$ cat config.mk
export PLATFORM = sky130hd
export DESIGN_NAME = fp_mult_pipe
export DESIGN_NICKNAME = d
export VERILOG_FILES = /design/src/rtl/fp_mult_pipe.sv
export SDC_FILE = /design/constraint.sdc
export NUM_CORES = 1
export LEC_CHECK = 0
export CORE_MARGIN = 2
export CORE_UTILIZATION = 59
export CTS_CLUSTER_DIAMETER = 30
export CTS_CLUSTER_SIZE = 8
export DETAILED_ROUTE_END_ITERATION = 16
export DONT_BUFFER_PORTS = 1
export PLACE_DENSITY = 0.81
export SLEW_MARGIN = 20
export SYNTH_ARGS = -nofsm -noshare
export SYNTH_HDL_FRONTEND = slang
export SYNTH_SLANG_ARGS = --single-unit
$ cat constraint.sdc
create_clock -name CLK -period 5.5 [get_ports CLK]
set_input_delay 1.1 -clock CLK [delete_from_list [all_inputs] [get_ports CLK]]
set_output_delay 1.1 -clock CLK [all_outputs]
set_load 0.01 [all_outputs]
$ cat src/rtl/fp_mult_pipe.sv
// Three-stage pipelined floating-point multiplier with valid/ready flow control,
// selectable rounding (nearest-even / toward zero), flush-to-zero inputs and
// per-result plus sticky exception flags {invalid, overflow, underflow, inexact}.
module fp_mult_pipe #(
    parameter int unsigned EXP_W = 5,
    parameter int unsigned MAN_W = 10
) (
    input  logic                 CLK,
    input  logic                 RESETn,
    input  logic                 in_valid,
    output logic                 in_ready,
    input  logic [EXP_W+MAN_W:0] A,
    input  logic [EXP_W+MAN_W:0] B,
    input  logic                 rm,
    output logic                 out_valid,
    input  logic                 out_ready,
    output logic [EXP_W+MAN_W:0] out,
    output logic [3:0]           flags_now,
    output logic [3:0]           flags,
    input  logic                 flag_clr
);

    localparam int unsigned W    = 1 + EXP_W + MAN_W;
    localparam int unsigned PW   = 2 * MAN_W + 2;
    localparam int unsigned EW   = EXP_W + 2;
    localparam int unsigned BIAS = (1 << (EXP_W - 1)) - 1;
    localparam int unsigned EMAX = (1 << EXP_W) - 1;

    localparam logic [W-1:0] QNAN = {1'b0, {EXP_W{1'b1}}, 1'b1, {(MAN_W-1){1'b0}}};

    logic adv;
    logic accept;

    // Stage 1 registers: classification, biased exponent sum, raw product
    logic          s1_valid_q, s1_valid_d;
    logic          s1_sign_q,  s1_sign_d;
    logic          s1_nan_q,   s1_nan_d;
    logic          s1_inv_q,   s1_inv_d;
    logic          s1_inf_q,   s1_inf_d;
    logic          s1_zero_q,  s1_zero_d;
    logic          s1_rm_q,    s1_rm_d;
    logic [EW-1:0] s1_exp_q,   s1_exp_d;
    logic [PW-1:0] s1_prod_q,  s1_prod_d;

    // Stage 2 registers: rounded exponent/mantissa and range flags
    logic             s2_valid_q, s2_valid_d;
    logic             s2_sign_q,  s2_sign_d;
    logic             s2_nan_q,   s2_nan_d;
    logic             s2_inv_q,   s2_inv_d;
    logic             s2_inf_q,   s2_inf_d;
    logic             s2_zero_q,  s2_zero_d;
    logic             s2_rm_q,    s2_rm_d;
    logic             s2_ovf_q,   s2_ovf_d;
    logic             s2_unf_q,   s2_unf_d;
    logic             s2_inx_q,   s2_inx_d;
    logic [EXP_W-1:0] s2_exp_q,   s2_exp_d;
    logic [MAN_W-1:0] s2_man_q,   s2_man_d;

    // Stage 3 / output registers
    logic         out_valid_q, out_valid_d;
    logic [W-1:0] out_q,       out_d;
    logic [3:0]   flags_now_q, flags_now_d;
    logic [3:0]   flags_q,     flags_d;

    // Operand decode
    logic [EXP_W-1:0] exp_a, exp_b;
    logic [MAN_W-1:0] man_a, man_b;
    logic             a_zero, b_zero, a_inf, b_inf, a_nan, b_nan, inf_x_zero;

    // Normalise / round datapath
    logic [PW-1:0]    norm;
    logic [EW-1:0]    exp_n, exp_r;
    logic [MAN_W-1:0] frac;
    logic             rnd_g, rnd_r, rnd_s, rnd_inc;
    logic [MAN_W:0]   man_sum;
    logic             ovf_c, unf_c;

    assign adv      = !out_valid_q || out_ready;
    assign in_ready = adv;
    assign accept   = in_valid && adv;

    assign exp_a = A[W-2:MAN_W];
    assign exp_b = B[W-2:MAN_W];
    assign man_a = A[MAN_W-1:0];
    assign man_b = B[MAN_W-1:0];

    // Subnormals are flushed: any zero exponent counts as zero
    assign a_zero     = (exp_a == '0);
    assign b_zero     = (exp_b == '0);
    assign a_inf      = (exp_a == '1) && (man_a == '0);
    assign b_inf      = (exp_b == '1) && (man_b == '0);
    assign a_nan      = (exp_a == '1) && (man_a != '0);
    assign b_nan      = (exp_b == '1) && (man_b != '0);
    assign inf_x_zero = (a_inf && b_zero) || (b_inf && a_zero);

    assign norm    = s1_prod_q[PW-1] ? s1_prod_q : (s1_prod_q << 1);
    assign exp_n   = s1_exp_q + EW'(s1_prod_q[PW-1]);
    assign frac    = norm[2*MAN_W -: MAN_W];
    assign rnd_g   = norm[MAN_W];
    assign rnd_r   = norm[MAN_W-1];
    assign rnd_s   = |norm[MAN_W-2:0];
    assign rnd_inc = !s1_rm_q && rnd_g && (rnd_r || rnd_s || frac[0]);
    assign man_sum = {1'b0, frac} + (MAN_W+1)'(rnd_inc);
    assign exp_r   = exp_n + EW'(man_sum[MAN_W]);
    assign ovf_c   = !exp_r[EW-1] && (exp_r >= EW'(EMAX));
    assign unf_c   = exp_r[EW-1] || (exp_r == '0);

    // Stage 1: unpack, classify, exponent add, mantissa multiply
    always_comb begin
        s1_valid_d = s1_valid_q;
        s1_sign_d  = s1_sign_q;
        s1_nan_d   = s1_nan_q;
        s1_inv_d   = s1_inv_q;
        s1_inf_d   = s1_inf_q;
        s1_zero_d  = s1_zero_q;
        s1_rm_d    = s1_rm_q;
        s1_exp_d   = s1_exp_q;
        s1_prod_d  = s1_prod_q;
        if (adv) begin
            s1_valid_d = accept;
            s1_sign_d  = A[W-1] ^ B[W-1];
            s1_nan_d   = a_nan || b_nan || inf_x_zero;
            s1_inv_d   = inf_x_zero;
            s1_inf_d   = a_inf || b_inf;
            s1_zero_d  = a_zero || b_zero;
            s1_rm_d    = rm;
            s1_exp_d   = EW'(exp_a) + EW'(exp_b) - EW'(BIAS);
            s1_prod_d  = PW'({1'b1, man_a}) * PW'({1'b1, man_b});
        end
    end

    // Stage 2: normalise, round, range check
    always_comb begin
        s2_valid_d = s2_valid_q;
        s2_sign_d  = s2_sign_q;
        s2_nan_d   = s2_nan_q;
        s2_inv_d   = s2_inv_q;
        s2_inf_d   = s2_inf_q;
        s2_zero_d  = s2_zero_q;
        s2_rm_d    = s2_rm_q;
        s2_ovf_d   = s2_ovf_q;
        s2_unf_d   = s2_unf_q;
        s2_inx_d   = s2_inx_q;
        s2_exp_d   = s2_exp_q;
        s2_man_d   = s2_man_q;
        if (adv) begin
            s2_valid_d = s1_valid_q;
            s2_sign_d  = s1_sign_q;
            s2_nan_d   = s1_nan_q;
            s2_inv_d   = s1_inv_q;
            s2_inf_d   = s1_inf_q;
            s2_zero_d  = s1_zero_q;
            s2_rm_d    = s1_rm_q;
            s2_ovf_d   = ovf_c;
            s2_unf_d   = unf_c;
            s2_inx_d   = rnd_g || rnd_r || rnd_s;
            s2_exp_d   = exp_r[EXP_W-1:0];
            s2_man_d   = man_sum[MAN_W-1:0];
        end
    end

    // Stage 3: special-case select, pack, sticky flag accumulation
    always_comb begin
        out_valid_d = out_valid_q;
        out_d       = out_q;
        flags_now_d = flags_now_q;
        if (adv) begin
            out_valid_d = s2_valid_q;
            if (s2_nan_q) begin
                out_d       = QNAN;
                flags_now_d = {s2_inv_q, 3'b000};
            end else if (s2_inf_q) begin
                out_d       = {s2_sign_q, {EXP_W{1'b1}}, {MAN_W{1'b0}}};
                flags_now_d = 4'b0000;
            end else if (s2_zero_q) begin
                out_d       = {s2_sign_q, {(W-1){1'b0}}};
                flags_now_d = 4'b0000;
            end else if (s2_ovf_q) begin
                out_d       = s2_rm_q ? {s2_sign_q, EXP_W'(EMAX - 1), {MAN_W{1'b1}}}
                                      : {s2_sign_q, {EXP_W{1'b1}}, {MAN_W{1'b0}}};
                flags_now_d = 4'b0101;
            end else if (s2_unf_q) begin
                out_d       = {s2_sign_q, {(W-1){1'b0}}};
                flags_now_d = 4'b0011;
            end else begin
                out_d       = {s2_sign_q, s2_exp_q, s2_man_q};
                flags_now_d = {3'b000, s2_inx_q};
            end
        end
        // Clear wins over a same-cycle consume
        flags_d = flags_q;
        if (flag_clr) begin
            flags_d = 4'b0000;
        end else if (out_valid_q && out_ready) begin
            flags_d = flags_q | flags_now_q;
        end
    end

    // Pipeline and flag registers
    always_ff @(posedge CLK or negedge RESETn) begin
        if (!RESETn) begin
            s1_valid_q  <= 1'b0;
            s1_sign_q   <= 1'b0;
            s1_nan_q    <= 1'b0;
            s1_inv_q    <= 1'b0;
            s1_inf_q    <= 1'b0;
            s1_zero_q   <= 1'b0;
            s1_rm_q     <= 1'b0;
            s1_exp_q    <= '0;
            s1_prod_q   <= '0;
            s2_valid_q  <= 1'b0;
            s2_sign_q   <= 1'b0;
            s2_nan_q    <= 1'b0;
            s2_inv_q    <= 1'b0;
            s2_inf_q    <= 1'b0;
            s2_zero_q   <= 1'b0;
            s2_rm_q     <= 1'b0;
            s2_ovf_q    <= 1'b0;
            s2_unf_q    <= 1'b0;
            s2_inx_q    <= 1'b0;
            s2_exp_q    <= '0;
            s2_man_q    <= '0;
            out_valid_q <= 1'b0;
            out_q       <= '0;
            flags_now_q <= '0;
            flags_q     <= '0;
        end else begin
            s1_valid_q  <= s1_valid_d;
            s1_sign_q   <= s1_sign_d;
            s1_nan_q    <= s1_nan_d;
            s1_inv_q    <= s1_inv_d;
            s1_inf_q    <= s1_inf_d;
            s1_zero_q   <= s1_zero_d;
            s1_rm_q     <= s1_rm_d;
            s1_exp_q    <= s1_exp_d;
            s1_prod_q   <= s1_prod_d;
            s2_valid_q  <= s2_valid_d;
            s2_sign_q   <= s2_sign_d;
            s2_nan_q    <= s2_nan_d;
            s2_inv_q    <= s2_inv_d;
            s2_inf_q    <= s2_inf_d;
            s2_zero_q   <= s2_zero_d;
            s2_rm_q     <= s2_rm_d;
            s2_ovf_q    <= s2_ovf_d;
            s2_unf_q    <= s2_unf_d;
            s2_inx_q    <= s2_inx_d;
            s2_exp_q    <= s2_exp_d;
            s2_man_q    <= s2_man_d;
            out_valid_q <= out_valid_d;
            out_q       <= out_d;
            flags_now_q <= flags_now_d;
            flags_q     <= flags_d;
        end
    end

    assign out_valid = out_valid_q;
    assign out       = out_q;
    assign flags_now = flags_now_q;
    assign flags     = flags_q;

endmodule

==> results.md, run 1 <==
* Antenna viol nets, final at 0
* Post-Place Cells at 1096
* Highest ir drop seen on vdd at 0.000357 V
* Synthesized cell area at 8230 um2
* PwrDens at 568 nW/um2
* Syn Nets at 1144
* Final Net Count at 1117
* Internal power at 2680 uW
* Die Span Y at 122 um
* Unrepaired setup endpoints after global routing: no
* PostCTS Resize Cnt at 0
* Final period utilization at 94.1%
* P_leak at 0.00426 uW
* Top cells by count, synth: 166 x nand2_1, 129 x inv_1, 86 x dfrtp_1
* Comb pwr share at 63.0%
* Reg clk slew, reported paths at 0.06 ns
* R2r setup slk at 2.43 ns
* Syn avg cell area at 8.63 um2
* Final Instance Area at 8690 um2
* Share of layout cells above drive strength 1 at 3.76%
* CTS tree: done
* Post-synth ARST share at 100%
* Syn Inst Count at 954
* Root buffer cell: clkbuf_16
* # setup viols final at 0
* Clock power share at 12.9%
* Worst Path Arrival at 5.44 ns
* Total number of vias at 6194
* DRC viols at 0
* Final instance count without filler cells at 1112
* Vias per cell at 5.57
* Hold Path Class: primary input to asynchronous set/reset pin
* Final Max Slew Viols at 0
* Fillcell total at 1195
* Fmax at 193 MHz
* Synth warn at 0
* WS Path Type: primary input to register
* Synth top area cells: dfrtp_1 26%, fa_1 20%, ha_1 11%
* Sink Count at 86
* First-pass DRT Iterations at 5
* Post-layout min period at 5.18 ns
* Tot GR Track Use at 23.6%
* Primary FF master, synth: dfrtp_1
* Post-synth top area cell: dfrtp_1
* Cts hold-fix bufs at 0
* Initial Util at 59.8%
* Count leader, synth: nand2_1
* Seq cells post-synth at 86
* Sequential share of power at 24.2%
* Final Power at 4940 uW
* Rows at 43
* DR WL/cell at 14.8 um
* First-pass GRT wire length at 28200 um
* Largest net degree at the start of global routing at 87
* Run status: finished clean
* DP Area at 8380 um2
* Num CTS Buffers at 9
* Iter 0 DRT Violations at 406
* Number of global-route vias before repair at 6072
* Crit Path Max Fanout at 9
* Die X at 122 um
* Worst Hold Margin at 0.454 ns
* Io pins at 64
* GRT overflow at 0
* Post-synth EDFFs at 0
* Crit start category: primary input
* N_diodes at 0
* Clock buffer depth at 2
* Initial antenna violation count at 0
* Yosys top cell area share at 26.1%
* Sw power at 2260 uW
* Die ar. at 14900 um2
* Netlist cell types at 51
* Worst-Margin Slew at 0.813 ns
* Setup bufs post-CTS at 0
* Core Region at 13800 um2
* GP Congestion at 0.933
* Crit end category: register
* Port bufs at 0
* Routed WL at 16500 um
* Syn-to-layout area delta at 5.58%
* Detailed placement HPWL at 12800 um
* Max-Cap Viols at 0
* Req. time, crit path at 5.76 ns
* Sequential share of the synthesized area at 26.1%
* Hold Vio Cnt, Final at 0
* H-Tree Depth at 3
* Worst-Skew Late Latency at 0.34 ns
* Worst slew margin at 45.8%
* Switching power share of the total at 45.7%
* Final Util at 63.1%
* Setup Skew at 0.00738 ns
## sequential cells by signal (all words and copies together) (netlist names), 4 cells and up
| name | cells |
|---|---|
| flags | 4 |
| flags_now | 4 |
| out | 16 |
| s1_exp_q | 7 |
| s1_prod_q | 22 |
| s2_exp_q | 5 |
| s2_man_q | 10 |
## layer usage
| metal | GRT usage [%] | vias up | wire [um] |
|---|---|---|---|
| li1 | - | 3020 | - |
| met1 | 31.8 | 3017 | 7540 |
| met2 | 39.0 | 136 | 7870 |
| met3 | 4.45 | 21 | 798 |
| met4 | 6.82 | 0 | 265 |
| met5 | 0 | - | 0 |
## stage by stage
step | setup TNS [ns] | worst slack, ns
final | 0 | 0.323
after global routing | 0 | 0.0729
after CTS | 0 | 0.322
after detailed placement | -0.0225 | -0.0225
after global placement | 0 | 0.0170
after floorplan | 0 | 0.00900
## power groups by stage
stage          sequential, uW  clock [uW]  combinational (uW)
2_1_floorplan            1090           0                2520
3_3_place_gp             1200           0                3010
3_5_place_dp             1210           0                3080
4_1_cts                  1200         644                3110
5_1_grt                  1240         673                3580
6_report                 1200         635                3110
## cell type report
cell class / instances / area (um2) / area share [%]
clock buffers: 11 / 253 / 2.91
clock inverters: 5 / 65.1 / 0.748
inverters: 129 / 484 / 5.57
multi-input cells: 691 / 5440 / 62.6
flip-flops and latches: 86 / 2150 / 24.8
well taps: 180 / 225 / 2.59
repair buffers: 10 / 75.1 / 0.864
## layout by cell type, fill, tap and decap left out, types with 9 or more instances in the layout
master	Yosys	final
a21oi_1	56	55
and2_1	42	42
buf_4	0	10
clkbuf_16	0	9
dfrtp_1	86	86
fa_1	82	82
ha_1	70	68
inv_1	129	127
mux2i_1	13	13
nand2_1	166	166
nand2b_1	10	10
nand3_1	19	19
nand4_1	13	13
nor2_1	65	65
nor3_1	11	11
o21ai_0	38	37
xnor2_1	19	19
xor2_1	13	13
## final timing paths
kind,cells past startpoint,start,endpoint
max in group asynchronous,0,RESETn,s1_prod_q[5]
min in group CLK,2,s2_valid_q,s2_valid_q
hold / removal,0,RESETn,out[5]
setup reg to reg,13,s1_prod_q[21],s2_unf_q
hold reg to reg,2,s2_valid_q,s2_valid_q
setup / recovery,17,A[1],s1_prod_q[21]
## cells by family (layout without fill, tap and decap cells)
group	Yosys count	in the layout	share of synthesized area, %
adders and majority gates	152	152	30.6
muxes	14	14	1.72
buffers and inverters	177	155	8.25
and+or+nand+nor	353	353	19.5
DFF	86	86	26.1
xor gates and xnor gates	32	32	3.40
AOI/OAI and AO/OA	140	140	10.4
## critical path, cell delays in order
cell	delay, ns
and2_1	0.15
fa_1	0.50
inv_1	0.05
fa_1	0.52
inv_1	0.05
fa_1	0.50
fa_1	0.54
inv_1	0.05
fa_1	0.52
inv_1	0.06
ha_4	0.25
a21oi_2	0.15
nand2_1	0.08
o211ai_1	0.27
o21ai_1	0.18
a311o_1	0.29
a41oi_1	0.16
Note: power is estimated with default switching activity, not from simulation.
==> run 2: changes to the inputs <==
--- a/config.mk
+++ b/config.mk
@@ -5,13 +5,16 @@
 export SDC_FILE = /design/constraint.sdc
 export NUM_CORES = 1
 export LEC_CHECK = 0
-export CORE_MARGIN = 2
-export CORE_UTILIZATION = 59
+export CELL_PAD_IN_SITES_DETAIL_PLACEMENT = 1
+export CELL_PAD_IN_SITES_GLOBAL_PLACEMENT = 1
+export CORE_MARGIN = 1
+export CORE_UTILIZATION = 54
 export CTS_CLUSTER_DIAMETER = 30
 export CTS_CLUSTER_SIZE = 8
 export DETAILED_ROUTE_END_ITERATION = 16
 export DONT_BUFFER_PORTS = 1
-export PLACE_DENSITY = 0.81
+export GPL_TIMING_DRIVEN = 0
+export PLACE_DENSITY = 0.93
 export SLEW_MARGIN = 20
 export SYNTH_ARGS = -nofsm -noshare
 export SYNTH_HDL_FRONTEND = slang
==> run 2 against run 1 <==
The run now ends with design-rule violations left. Critical path depth down 2. Via count grew 14%. Clock-buffer cell count stayed put. Clock power is 3.3% higher. Global-route usage rose by 7.8 points. Maximum frequency is 5.4% lower. Combinational power increased by 25%. Flip-flop and latch count unchanged. Highest routed layer unchanged. Power up 16%. Clock skew grew 0.00094 ns.
==> results.md, run 2 (synthesized netlist as in run 1, its figures left out) <==
* Sw power at 2850 uW (+26%)
* DR WL/cell at 22.0 um (+49%)
* Comb pwr share at 68.1% (+5.1 points)
* N_diodes at 0 (unchanged)
* Most frequent cells in the layout: 163 x nand2_1, 122 x inv_1, 86 x dfrtp_1
* Final instance count without filler cells at 1160 (+4.3%)
* Number of global-route vias before repair at 7560 (+25%)
* H-Tree Depth at 3 (unchanged)
* Worst R2R Path Depth at 15 (+2)
* Die Span Y at 125 um (+2.7%)
* Detailed placement HPWL at 18600 um (+45%)
* Num CTS Buffers at 9 (unchanged)
* Clock buffer depth at 2 (unchanged)
* Die X at 125 um (+2.7%)
* Final Net Count at 1161 (+3.9%)
* Switching power share of the total at 49.9% (+4.2 points)
* Antenna viol nets, final at 0 (unchanged)
* Port bufs at 0 (unchanged)
* Area of the multi-input gates at 5550 um2 (+2.0%)
* Hold Path Class: primary input to asynchronous set/reset pin
* Worst Hold Margin at 0.440 ns (-0.0145 ns)
* R2r setup slk at 1.47 ns (-0.96 ns)
* Initial antenna violation count at 0 (unchanged)
* Max-Cap Viols at 0 (unchanged)
* Vias per cell at 6.07 (+9.0%)
* Run status: finished, violations left
* Routed WL at 25500 um (+55%)
* Crit end category: register
* Post-layout min period at 5.48 ns (+0.298 ns)
* Top reg by flops: s1_prod_q
* PwrDens at 631 nW/um2 (+11%)
* Largest net degree at the start of global routing at 87 (unchanged)
* DRC viols at 5 (+5)
* Root buffer cell: clkbuf_16
* Core Region at 14700 um2 (+6.7%)
* Total number of vias at 7041 (+14%)
* Crit start category: primary input
* Worst r2r src: s1_prod_q[21]
* Io pins at 64 (unchanged)
* P_leak at 0.00437 uW (+2.7%)
* # setup viols final at 0 (unchanged)
* Most common cell after layout, fill and taps aside: nand2_1
* First-pass DRT Iterations at 11 (+6)
* Initial Util at 56.0% (-3.8 points)
* Highest ir drop seen on vdd at 0.000346 V (-3.0%)
* Fmax at 183 MHz (-5.4%)
* GRT overflow at 0 (unchanged)
* Max reg flops at 22 (unchanged)
* Rows at 44 (+2.3%)
* Reg clk slew, reported paths at 0.07 ns (about the same)
* Share of layout cells above drive strength 1 at 8.09% (+4.3 points)
* Sink Count at 86 (unchanged)
* Tot GR Track Use at 31.4% (+7.8 points)
* Failing checks: design-rule violations
* Final period utilization at 99.6% (+5.4 points)
* Iter 0 DRT Violations at 427 (+5.2%)
* Sequential share of power at 20.4% (-3.8 points)
* First-pass GRT wire length at 38100 um (+35%)
* Final Power at 5720 uW (+16%)
* WS Path Type: primary input to register
* Reg2Reg Capture Point: s2_unf_q
* Register area at 2150 um2 (unchanged)
* Hold Vio Cnt, Final at 0 (unchanged)
* Worst slew margin at 50.1% (+4.3 points)
* GP Congestion at 0.869 (-6.9%)
* Fillcell total at 1712 (+43%)
* TNS Setup at 0 ns (unchanged)
* Internal power at 2860 uW (+6.7%)
* Die ar. at 15700 um2 (+5.6%)
* Worst-Margin Slew at 0.742 ns (-0.0711 ns)
* Worst Path Arrival at 5.76 ns (+0.32 ns)
* Worst-Skew Late Latency at 0.36 ns (+0.02 ns)
* CTS tree: done
* Setup Skew at 0.00833 ns (+0.000944 ns)
* Final Max Slew Viols at 0 (unchanged)
* Req. time, crit path at 5.79 ns (+0.03 ns)
* Clock power share at 11.5% (-1.4 points)
* Crit Path Max Fanout at 10 (+1)
* Syn-to-layout area delta at 10.1%
* Post-Place Cells at 1138 (+3.8%)
## run 2: power by group through the flow
stage	clock (uW)	combinational [uW]	sequential, uW
6_report	656	3890	1170
4_1_cts	657	3380	1160
3_3_place_gp	0	3090	1150
3_5_place_dp	0	3320	1170
5_1_grt	674	4240	1190
2_1_floorplan	0	2520	1090
## run 2: stage by stage
stage | util, % | area (um2) | setup slack [ns]
2_1_floorplan | - | 8280 | 0.00900
3_3_place_gp | 57.9 | 8510 | -0.485
3_5_place_dp | 57.9 | 8510 | -0.563
4_1_cts | 60.2 | 8850 | -0.0138
5_1_grt | 61.7 | 9060 | -0.0989
6_report | 61.7 | 9060 | 0.0247
## run 2: final cells by class
cell class | count | share of cell area (%)
plain buffers | 48 | 3.19
flip-flops and latches | 86 | 23.7
repair buffers | 6 | 0.497
well taps | 184 | 2.54
inverters | 129 | 5.34
clock inverters | 5 | 0.925
multi-input cells | 691 | 61.2
clock buffers | 11 | 2.57
## run 2: layer usage
metal	vias to the layer above	track usage [%]	share of wire [%]
met5	-	0	0
met4	0	15.1	4.8
met3	100	4.02	4.3
met2	263	58.7	53
met1	3566	35.1	38
li1	3112	-	-
## run 2: worst max-delay path by stage
stage	startpoint	cells after the start	endpoint	slack, ns
2_1_floorplan	B[9]	16	s1_prod_q[18]	0.009
3_3_place_gp	A[7]	19	s1_prod_q[21]	-0.48
3_5_place_dp	A[7]	19	s1_prod_q[21]	-0.56
4_1_cts	B[9]	18	s1_prod_q[13]	-0.01
5_1_grt	A[4]	15	s1_prod_q[18]	-0.1
6_report	B[7]	15	s1_prod_q[18]	0.02
## run 2: repair_timing
action | 4_1_cts | 5_1_grt
pin swaps | 3 | 15
hold endpoints to repair | 0 | 0
endpoints found under the setup margin | 6 | 10
setup buffers | 0 | 6
hold buffers | 0 | 0
gates resized for setup | 12 | 71
## run 2: worst max-delay path, stage by stage
cell and delay (ns):
clkbuf_4 0.17, inv_2 0.12, nor2_2 0.06, fa_1 0.56, fa_1 0.46, fa_1 0.51
fa_1 0.55, inv_1 0.06, fa_1 0.58, inv_1 0.07, ha_2 0.40, nand2_1 0.13
or3_4 0.40, or4_1 0.47, nand4_1 0.10
==> run 3: changes to the inputs <==
--- a/config.mk
+++ b/config.mk
@@ -5,16 +5,17 @@
 export SDC_FILE = /design/constraint.sdc
 export NUM_CORES = 1
 export LEC_CHECK = 0
+export ABC_AREA = 1
 export CELL_PAD_IN_SITES_DETAIL_PLACEMENT = 1
 export CELL_PAD_IN_SITES_GLOBAL_PLACEMENT = 1
 export CORE_MARGIN = 1
-export CORE_UTILIZATION = 54
+export CORE_UTILIZATION = 44
 export CTS_CLUSTER_DIAMETER = 30
 export CTS_CLUSTER_SIZE = 8
 export DETAILED_ROUTE_END_ITERATION = 16
 export DONT_BUFFER_PORTS = 1
 export GPL_TIMING_DRIVEN = 0
-export PLACE_DENSITY = 0.93
+export PLACE_DENSITY = 0.84
 export SLEW_MARGIN = 20
 export SYNTH_ARGS = -nofsm -noshare
 export SYNTH_HDL_FRONTEND = slang
==> constraint.sdc (replaced) <==
create_clock -name CLK -period 4.81 [get_ports CLK]
set_input_delay 0.962 -clock CLK [delete_from_list [all_inputs] [get_ports CLK]]
set_output_delay 0.962 -clock CLK [all_outputs]
set_load 0.01 [all_outputs]
==> run 3 against run 2 <==
The flow now finishes without violations. Power up 16%. Core utilization down 9.1 points. Sequential power up 8%. Global-route usage down 6.0 points. Die area up 24%. Wire length down 6.2%. Worst setup slack better by 0.068 ns. Register-to-register slack worse by 0.62 ns. Clock-buffer cell count unchanged. Critical endpoint is now s1_prod_q[19].
==> results.md, run 3 <==
* Run status: finished clean
* Worst Path Arrival at 4.95 ns (-0.81 ns)
* Primary FF master, synth: dfrtp_1
* Worst-Margin Slew at 0.804 ns (+0.0623 ns)
* First-pass GRT wire length at 39300 um (+3.2%)
* Sequential share of power at 18.9% (-1.5 points)
* Post-synth top area cell: dfrtp_1
* Req. time, crit path at 5.04 ns (-0.75 ns)
* Buffer and inverter count on the worst path at 4 (unchanged)
* GP Congestion at 0.839 (-3.4%)
* Worst path slowest cell: fa_1
* Highest ir drop seen on vdd at 0.000406 V (+17%)
* Post-synth ARST share at 100% (unchanged)
* Comb pwr share at 70.3% (+2.2 points)
* P_leak at 0.00525 uW (+20%)
* Die Span Y at 140 um (+11%)
* Rows at 49 (+11%)
* Switching power share of the total at 51.4% (+1.5 points)
* Fmax at 212 MHz
* Most common cell after layout, fill and taps aside: nand2_1
* Crit Path Max Fanout at 9 (-1)
* Pre-CTS setup slack at -0.444 ns (+0.119 ns)
* Final Net Count at 1322 (+14%)
* DR WL/cell at 17.5 um (-20%)
* Largest net degree at the start of global routing at 87 (unchanged)
* Post-synth EDFFs at 0 (unchanged)
* Routed WL at 23900 um (-6.2%)
* Seq cells post-synth at 86 (unchanged)
* Largest family of logic cells by synthesized area: adder cells
* Max-Cap Viols at 0 (unchanged)
* Worst R2R Path Depth at 15 (unchanged)
* Antenna viol nets, final at 0 (unchanged)
* WS Path Type: primary input to register
* Initial Util at 45.6% (-10 points)
* # setup viols final at 0 (unchanged)
* Syn avg cell area at 7.50 um2 (-13%)
* Mux share of post-synthesis cell area at 0% (-1.7 points)
* Max reg flops at 22 (unchanged)
* Yosys top cell area share at 25.8% (-0.29 points)
* Cts hold-fix bufs at 0 (unchanged)
* Unrepaired setup endpoints after global routing: yes
* Final period utilization at 98.1%
* Crit end category: register
* Syn-to-layout area delta at 15.4%
* Most frequent CP cell: fa_1
* Netlist cell types at 31 (-39%)
* Crit start category: primary input
* Core Region at 18300 um2 (+24%)
* Die X at 140 um (+11%)
* Num CTS Buffers at 9 (unchanged)
* Clock buffer depth at 2 (unchanged)
* Worst slew margin at 46.2% (-3.9 points)
* Sink Count at 86 (unchanged)
* Final instance count without filler cells at 1366 (+18%)
* Io pins at 64 (unchanged)
* Internal power at 3230 uW (+13%)
* Worst Hold Margin at 0.307 ns (-0.133 ns)
* First-pass DRT Iterations at 5 (-6)
* Setup Skew at 0.00634 ns (-0.00199 ns)
* Fin worst setup slack at 0.0930 ns (+0.0683 ns)
* N_diodes at 0 (unchanged)
* Total number of vias at 7262 (+3.1%)
* Slowest stage delay, CP at 0.56 ns (-0.02 ns)
* Synthesized-area fraction occupied by adder cells at 30.2% (-0.34 points)
* XOR/XNOR Fraction of Synth Area at 1.37% (-2.0 points)
* Post-layout min period at 4.72 ns
* Compound-gate portion of the synthesized area at 7.33% (-3.1 points)
* Clock power share at 10.8% (-0.7 points)
* Top cells by count, synth: 324 x nand2_1, 239 x inv_1, 86 x dfrtp_1
* Detailed placement HPWL at 18200 um (-2.2%)
* PwrDens at 693 nW/um2 (+9.8%)
* Number of global-route vias before repair at 8043 (+6.4%)
* Synth Area in Simple Gates at 22.5% (+3.0 points)
* Hold Path Class: primary input to asynchronous set/reset pin
* Synth top area cells: dfrtp_1 26%, fa_1 20%, nand2_1 15%
* Iter 0 DRT Violations at 341 (-20%)
* Tot GR Track Use at 25.4% (-6.0 points)
* Synth warn at 0 (unchanged)
* Most frequent cells in the layout: 293 x nand2_1, 226 x inv_1, 86 x dfrtp_1
* DRC viols at 0 (-5)
* Hold Vio Cnt, Final at 0 (unchanged)
* Sequential share of the synthesized area at 25.8% (-0.29 points)
* Root buffer cell: clkbuf_16
* CTS tree: done
* Cell family with most CP delay: adder cells
* GRT overflow at 0 (unchanged)
* Post-Place Cells at 1339 (+18%)
* Synthesized cell area at 8330 um2 (+1.1%)
* Initial antenna violation count at 0 (unchanged)
* Worst-path cell chain: clkbuf_16 -> nand2_1 -> inv_1 -> fa_1 -> fa_1 -> fa_1 -> fa_1 -> inv_1 -> fa_1 -> inv_1 -> ha_4 -> nand2_1 -> nand2_2 -> nand2_1 -> nand3_2 -> a21oi_2 -> nand3b_1 -> nand3_2 -> nand2_1
* Count leader, synth: nand2_1
* Critical path depth at 19 (+4)
* Port bufs at 0 (unchanged)
* Sw power at 3420 uW (+20%)
* Syn Nets at 1300 (+14%)
* Worst-Skew Late Latency at 0.34 ns (-0.02 ns)
* Top reg by flops: s1_prod_q
* Die ar. at 19500 um2 (+24%)
* Share of layout cells above drive strength 1 at 12.0% (+4.0 points)
* H-Tree Depth at 3 (unchanged)
* Syn Inst Count at 1110 (+16%)
* Vias per cell at 5.32 (-12%)
* Reg clk slew, reported paths at 0.06 ns (about the same)
* Final Max Slew Viols at 0 (unchanged)
* TNS Setup at 0 ns (unchanged)
## run 3: metrics by stage
stage	instance area (um2)	power, uW	util, %
after CTS	9220	5930	50.4
after global placement	8880	4960	48.6
after global routing	9610	7310	52.6
final	9610	6650	52.6
after floorplan	8590	4170	-
after detailed placement	8880	5140	48.6
## run 3: final cells by class
class                   instances  area, um2
fillers                      2282       8660
multi-input cells             744       5490
flip-flops and latches         86       2150
inverters                     242        908
plain buffers                  38        372
well taps                     229        287
clock buffers                  11        253
repair buffers                 11       86.3
clock inverters                 5       57.6
## run 3: power by group through the flow
stage                     Sequential (uW)  Combinational (uW)  Clock (uW)
final                                1260                4680         720
after global routing                 1290                5270         752
after CTS                            1250                3950         729
after detailed placement             1260                3880           0
after global placement               1250                3710           0
after floorplan                      1210                2970           0
## run 3: cell families after synthesis
| kind of cell | count (synthesis) |
|---|---|
| flip-flops | 86 |
| AND/OR/NAND/NOR | 462 |
| XOR/XNOR | 13 |
| buffers and inverters | 280 |
| adder cells (fa/ha/maj) | 152 |
| AO/OA/AOI/OAI | 117 |
## run 3: worst reg2reg max path, delay by kind of cell (launching register included)
kind | cells | cell delay (ns)
simple gates | 8 | 1.85
fa+ha+maj | 3 | 0.79
flops | 1 | 0.50
compound gates | 2 | 0.33
buf+inv | 1 | 0.29
xor+xnor | 1 | 0.13
## run 3: repair_timing
action                                  4_1_cts  5_1_grt
endpoints found under the setup margin       10       12
pin swaps                                     0       48
cloned                                        0        1
resized for setup                             7       97
setup buffers                                 0       10
## run 3: worst paths after layout
kind | slack [ns] | startpoint | end
max | 0.09 | A[5] | s1_prod_q[19]
min | 0.31 | RESETn | s1_prod_q[2]
max reg2reg | 0.85 | s1_prod_q[21] | s2_unf_q
min reg2reg | 0.46 | s2_valid_q | out_valid
max in group asynchronous | 4.39 | RESETn | s2_man_q[3]
min in group CLK | 0.46 | s2_valid_q | out_valid
## run 3: routing by layer
layer	global-route usage, %	up-vias	share of wire (%)
met3	3.10	36	3.9
met4	6.13	0	2.2
li1	-	3398	-
met2	45.9	169	52
met5	0	-	0
met1	32.3	3659	42
